### src/rtl/ineq_pkg.sv
// Shared types and helpers for the inequality monitor: region encoding,
// FSM state and a width-agnostic three-way threshold compare.
package ineq_pkg;

  localparam int unsigned EXT_W = 64;

  localparam logic [2:0] REG_NONE   = 3'b000;
  localparam logic [2:0] REG_BELOW  = 3'b001;
  localparam logic [2:0] REG_INSIDE = 3'b010;
  localparam logic [2:0] REG_ABOVE  = 3'b100;

  typedef enum logic [1:0] {
    ST_INIT,
    ST_BELOW,
    ST_INSIDE,
    ST_ABOVE
  } state_e;

  // Operands arrive already extended to EXT_W (sign- or zero-extended by caller).
  function automatic logic [2:0] classify(input logic [EXT_W-1:0] s,
                                          input logic [EXT_W-1:0] lo,
                                          input logic [EXT_W-1:0] hi,
                                          input logic             sgn);
    logic lt;
    logic gt;
    if (sgn) begin
      lt = $signed(s) < $signed(lo);
      gt = $signed(s) > $signed(hi);
    end else begin
      lt = s < lo;
      gt = s > hi;
    end
    if (lt) return REG_BELOW;
    if (gt) return REG_ABOVE;
    return REG_INSIDE;
  endfunction

  function automatic state_e region_to_state(input logic [2:0] r);
    case (r)
      REG_BELOW:  return ST_BELOW;
      REG_INSIDE: return ST_INSIDE;
      REG_ABOVE:  return ST_ABOVE;
      default:    return ST_INIT;
    endcase
  endfunction

  function automatic logic [2:0] state_to_region(input state_e s);
    case (s)
      ST_BELOW:  return REG_BELOW;
      ST_INSIDE: return REG_INSIDE;
      ST_ABOVE:  return REG_ABOVE;
      default:   return REG_NONE;
    endcase
  endfunction

endpackage

### src/rtl/ineq_classify.sv
// Combinational one-hot {above, inside, below} compare of a sample against
// a low/high threshold pair; also usable as the legacy 4-bit block.
module ineq_classify
  import ineq_pkg::*;
#(
  parameter int unsigned WIDTH  = 4,
  parameter int unsigned SIGNED = 0
) (
  input  logic [WIDTH-1:0] sample,
  input  logic [WIDTH-1:0] lo,
  input  logic [WIDTH-1:0] hi,
  output logic [2:0]       cls_c
);

  logic [EXT_W-1:0] s_x;
  logic [EXT_W-1:0] lo_x;
  logic [EXT_W-1:0] hi_x;

  always_comb begin
    if (SIGNED != 0) begin
      s_x  = EXT_W'($signed(sample));
      lo_x = EXT_W'($signed(lo));
      hi_x = EXT_W'($signed(hi));
    end else begin
      s_x  = EXT_W'(sample);
      lo_x = EXT_W'(lo);
      hi_x = EXT_W'(hi);
    end
    cls_c = classify(s_x, lo_x, hi_x, SIGNED != 0);
  end

endmodule

### src/rtl/inequality_monitor.sv
// Debounced threshold-region monitor: classifies a sample stream, commits a
// region after DEBOUNCE agreeing samples and counts committed changes.
module inequality_monitor
  import ineq_pkg::*;
#(
  parameter int unsigned      WIDTH    = 4,
  parameter int unsigned      SIGNED   = 0,
  parameter int unsigned      DEBOUNCE = 2,
  parameter logic [WIDTH-1:0] LO_INIT  = WIDTH'(4),
  parameter logic [WIDTH-1:0] HI_INIT  = WIDTH'(10),
  parameter int unsigned      CNT_W    = 8
) (
  input  logic             clk,
  input  logic             rst_n,
  input  logic [WIDTH-1:0] sample,
  input  logic             sample_vld,
  input  logic [WIDTH-1:0] thr_lo,
  input  logic [WIDTH-1:0] thr_hi,
  input  logic             thr_load,
  input  logic             clr_cnt,
  output logic [2:0]       region,
  output logic             region_vld,
  output logic             region_chg,
  output logic [CNT_W-1:0] trans_cnt,
  output logic             cfg_err
);

  localparam int unsigned     RUN_W   = $clog2(DEBOUNCE + 1);
  localparam logic [CNT_W-1:0] CNT_MAX = '1;

  state_e           state_q, state_d;
  state_e           cand_q, cand_d;
  logic [RUN_W-1:0] run_q, run_d;
  logic [WIDTH-1:0] lo_q, lo_d;
  logic [WIDTH-1:0] hi_q, hi_d;
  logic [2:0]       region_q, region_d;
  logic             region_vld_q, region_vld_d;
  logic             region_chg_q, region_chg_d;
  logic [CNT_W-1:0] cnt_q, cnt_d;
  logic             cfg_err_q, cfg_err_d;

  logic [2:0]       cls_smp_c;
  logic [2:0]       cls_cfg_c;
  state_e           cls_st;
  logic             load_ok;

  ineq_classify #(.WIDTH(WIDTH), .SIGNED(SIGNED)) u_cls_smp (
    .sample (sample),
    .lo     (lo_q),
    .hi     (hi_q),
    .cls_c  (cls_smp_c)
  );

  // thr_lo classified "above" the degenerate window [thr_hi, thr_hi] means thr_lo > thr_hi.
  ineq_classify #(.WIDTH(WIDTH), .SIGNED(SIGNED)) u_cls_cfg (
    .sample (thr_lo),
    .lo     (thr_hi),
    .hi     (thr_hi),
    .cls_c  (cls_cfg_c)
  );

  assign cls_st  = region_to_state(cls_smp_c);
  assign load_ok = (cls_cfg_c != REG_ABOVE);

  always_comb begin
    state_d      = state_q;
    cand_d       = cand_q;
    run_d        = run_q;
    lo_d         = lo_q;
    hi_d         = hi_q;
    region_vld_d = region_vld_q;
    region_chg_d = 1'b0;
    cnt_d        = cnt_q;
    cfg_err_d    = 1'b0;

    if (thr_load) begin
      // A sample coincident with a load is discarded; it never commits.
      if (load_ok) begin
        lo_d   = thr_lo;
        hi_d   = thr_hi;
        run_d  = '0;
        cand_d = ST_INIT;
      end else begin
        cfg_err_d = 1'b1;
      end
    end else if (sample_vld) begin
      if (cls_st == state_q) begin
        run_d  = '0;
        cand_d = ST_INIT;
      end else begin
        if (cls_st == cand_q) begin
          run_d = run_q + RUN_W'(1);
        end else begin
          cand_d = cls_st;
          run_d  = RUN_W'(1);
        end
        if (run_d == RUN_W'(DEBOUNCE)) begin
          state_d      = cls_st;
          cand_d       = ST_INIT;
          run_d        = '0;
          region_chg_d = 1'b1;
          region_vld_d = 1'b1;
          if (cnt_q != CNT_MAX) cnt_d = cnt_q + CNT_W'(1);
        end
      end
    end

    if (clr_cnt) cnt_d = '0;
    region_d = state_to_region(state_d);
  end

  always_ff @(posedge clk) begin
    if (!rst_n) begin
      state_q      <= ST_INIT;
      cand_q       <= ST_INIT;
      run_q        <= '0;
      lo_q         <= LO_INIT;
      hi_q         <= HI_INIT;
      region_q     <= REG_NONE;
      region_vld_q <= 1'b0;
      region_chg_q <= 1'b0;
      cnt_q        <= '0;
      cfg_err_q    <= 1'b0;
    end else begin
      state_q      <= state_d;
      cand_q       <= cand_d;
      run_q        <= run_d;
      lo_q         <= lo_d;
      hi_q         <= hi_d;
      region_q     <= region_d;
      region_vld_q <= region_vld_d;
      region_chg_q <= region_chg_d;
      cnt_q        <= cnt_d;
      cfg_err_q    <= cfg_err_d;
    end
  end

  assign region     = region_q;
  assign region_vld = region_vld_q;
  assign region_chg = region_chg_q;
  assign trans_cnt  = cnt_q;
  assign cfg_err    = cfg_err_q;

endmodule

### config.mk
export PLATFORM = sky130hd
export DESIGN_NAME = inequality_monitor
export DESIGN_NICKNAME = d
export VERILOG_FILES = /design/src/rtl/ineq_pkg.sv /design/src/rtl/ineq_classify.sv /design/src/rtl/inequality_monitor.sv
export SDC_FILE = /design/constraint.sdc
export NUM_CORES = 1
export LEC_CHECK = 0
export ABC_AREA = 1
export BUFFER_PORTS_ARGS = -buffer_cell sky130_fd_sc_hd__clkbuf_2
export CORE_AREA = 5 5 70 72
export CTS_BUF_LIST = sky130_fd_sc_hd__clkbuf_8
export CTS_CLUSTER_DIAMETER = 200
export DETAILED_ROUTE_END_ITERATION = 16
export DIE_AREA = 0 0 75 77
export HOLD_SLACK_MARGIN = 0.03
export PLACE_DENSITY_LB_ADDON = 0.25
export SYNTH_ARGS = -nofsm -noshare
export SYNTH_HDL_FRONTEND = slang
export SYNTH_SLANG_ARGS = --single-unit
### constraint.sdc
create_clock -name clk -period 2.1 [get_ports clk]
set_input_delay 0.105 -clock clk [delete_from_list [all_inputs] [get_ports clk]]
set_output_delay 0.105 -clock clk [all_outputs]
set_load 0.03 [all_outputs]
==> impl_metrics.json <==
{
  "status": "finished clean",
  "p_per_area_mw_per_mm2": 617,
  "die_h_um": 77,
  "layout_min_cycle_time_ns": 1.96,
  "yosysSeqAreaShare": 0.351,
  "timing.rr.start": "hi_q[3]$_SDFFE_PN1P_",
  "seqPwrFrac": 0.472,
  "clkLatencyLatePin_ns": 0.27,
  "postSynthNetCount": 249,
  "clock_skew_ns": 0.00407,
  "hold_class": "in -> reg",
  "crit_buf_inv": 1,
  "ys_ff_latch": 28,
  "route.detailed.drc": 0,
  "synth_ff_type": "dfxtp_1",
  "power.total_mw": 1.20,
  "cap_violations": 0,
  "numCtsBuffers": 3,
  "p_switching_mw": 0.368,
  "cts_tree": "built",
  "cpPeakStageDelay_ns": 0.34,
  "synth_edf_count": 0,
  "end_kind": "flip-flop",
  "die-area_mm2": 0.00578,
  "gr-usage-met3": 0.0209,
  "netlist_area_mm2": 0.00160,
  "h-tree-depth": 1,
  "clock-sinks": 28,
  "io_buffers": 30,
  "routed_wl_mm": 3.48,
  "start_util": 0.378,
  "startpoint": "hi_q[3]$_SDFFE_PN1P_",
  "top_usage_layer": "met2",
  "firstDrtPassIters": 5,
  "final_cell_mix": "nand2_1, inv_1, clkbuf_2",
  "drv_slew": 0,
  "holdCritStartpoint": "thr_lo[0]",
  "cp.arrival_ns": 2.17,
  "max_freq_mhz": 511,
  "fin_crit_sh": 0.931,
  "p_leak_nw": 0.973,
  "synth_cell_types": 27,
  "crit_type": "reg -> reg",
  "relSlewSlack": 0.739,
  "clk_pin_slew_ns": 0.09,
  "cts_root_buf": "clkbuf_8",
  "layout.nets": 285,
  "grt_pass1_vias": 1405,
  "grt_max_degree": 16,
  "gr-usage-met2": 0.187,
  "place.gp.congestion": 0.782,
  "antenna_found_initial": 0,
  "start_kind": "flip-flop",
  "cp.required_ns": 2.32,
  "drtIter0Drc": 102,
  "io_pins": 31,
  "fin_util": 0.461,
  "slowest_stage": "dfxtp_1",
  "grt_util_met1": 0.184,
  "synth_cells": 220,
  "worst_pin_slew_ns": 0.390,
  "power_frac_comb": 0.257,
  "irDropWorstVdd_mv": 0.284,
  "die_w_um": 75,
  "p_clk_frac": 0.271,
  "setup_viol": 0,
  "track_usage": 0.126,
  "area_delta_synth_final_pct": 22.1,
  "p_int_mw": 0.836,
  "post_drt_via_cell_ratio": 4.79,
  "clock_path_buffers": 2,
  "vias": 1469,
  "dp_hpwl_mm": 2.70,
  "ant_nets": 0,
  "ys_warn_count": 0,
  "core_mm2": 0.00423,
  "swShare": 0.306,
  "grt_pass1_wl_mm": 5.98,
  "critPathMaxFanout": 4,
  "hold_viol": 0,
  "wl_per_cell_um": 11.3,
  "final_layout_size_suffix_gt1_frac": 0.259,
  "num_rows": 24,
  "grt_overflow_total": 0,
  "cpMostUsedCell": "nand2_2",
  "cts_hold_buf": 0,
  "path_cells": "inv_1, ha_1, a21oi_1, nand2_1, nand2_2, nand2_4, nand2_4, nand3_4, nor2_4, nand2_2, o21ai_4, nand2_2, nor2_2",
  "avgSynthCellArea_um2": 7.27,
  "mostFrequentLayoutCell": "nand2_1",
  "cp_top_family": "simple AND/OR/NAND/NOR gates",
  "insertedDiodeCount": 0,
  "async_flop_share": 0
}
==> kinds of logic (layout without fill, tap and decap cells) <==
family / Yosys count / count (layout) / synth area share
AO/OA/AOI/OAI: 28 / 28 / 0.0994
adder cells (fa/ha/maj): 12 / 12 / 0.0939
flip-flops: 28 / 28 / 0.351
buffers and inverters: 42 / 77 / 0.101
AND/OR/NAND/NOR: 105 / 105 / 0.328
XOR/XNOR: 5 / 5 / 0.0274
==> synthesized netlist by cell type, types with 2 or more instances <==
library cell,number,area (um^2)
a21oi_1,15,75.1
clkbuf_1,2,7.51
dfxtp_1,28,561
ha_1,12,150
inv_1,37,139
inv_2,2,7.51
nand2_1,43,161
nand2_2,6,37.5
nand2_4,3,33.8
nand3_1,10,50.1
nand3_2,2,20.0
nand4_1,8,50.1
nor2_1,23,86.3
nor3_1,5,25.0
o211ai_1,5,37.5
o21ai_0,5,25.0
xor2_1,4,35.0
==> worst paths after layout <==
check	slack, ns	end	depth (start not counted)
worst min-delay path	0.09	lo_q[0]$_SDFFE_PN0P_	3
worst max-delay path	0.14	region[1]$_SDFF_PN0_	13
worst max register to register	0.14	region[1]$_SDFF_PN0_	13
worst min register to register	0.44	run_q[1]$_SDFFE_PN0P_	2
==> power by group through the flow <==
stage / sequential (mW) / combinational, mW / clock (mW)
2_1_floorplan: 0.580 / 0.211 / 0
3_3_place_gp: 0.579 / 0.276 / 0
3_5_place_dp: 0.579 / 0.280 / 0
4_1_cts: 0.567 / 0.281 / 0.344
5_1_grt: 0.572 / 0.351 / 0.359
6_report: 0.568 / 0.310 / 0.326
==> worst register-to-register path, cell delays in order, from the launching register on <==
cell	delay, ns
dfxtp_1	0.34
inv_1	0.05
ha_1	0.28
a21oi_1	0.15
nand2_1	0.08
nand2_2	0.11
nand2_4	0.08
nand2_4	0.07
nand3_4	0.10
nor2_4	0.18
nand2_2	0.10
o21ai_4	0.20
nand2_2	0.08
nor2_2	0.10
==> stage by stage <==
stage | std cells | TNS, ns | hold WS (ns) | cell area [um^2] | setup WS [ns]
2_1_floorplan | 220 | 0 | 0.235 | 1600 | 0.248
6_report | 307 | 0 | 0.0871 | 1950 | 0.144
4_1_cts | 306 | 0 | 0.0821 | 1880 | 0.0579
3_3_place_gp | 302 | 0 | 0.373 | 1820 | 0.130
5_1_grt | 307 | -0.0233 | 0.0974 | 1950 | -0.0233
3_5_place_dp | 302 | 0 | 0.373 | 1820 | 0.0792
==> flip-flops by register name (all words and copies together) (netlist names) <==
signal	cells
region_chg	1
lo_q	4
state_q	2
trans_cnt	8
hi_q	4
region_vld	1
run_q	2
cfg_err	1
region	3
cand_q	2
==> metal layers <==
metal / share of wire / vias up
met1: 0.50 / 654
li1: - / 779
met2: 0.44 / 34
met5: 0 / -
met4: 0.0072 / 0
met3: 0.049 / 2
==> what timing repair did <==
action / 4_1_cts / 5_1_grt
endpoints found under the setup margin: 0 / 15
resized for setup: 0 / 15
buffers inserted: 0 / 1
==> cell type report <==
cell class,instances,area (um^2)
multi-input cells,150,942
flip-flops and latches,28,563
inverters,39,146
fillers,438,2280
clock buffers,4,55.1
well taps,52,65.1
repair buffers,34,180
No activity file was read; power rests on OpenSTA's default activity.
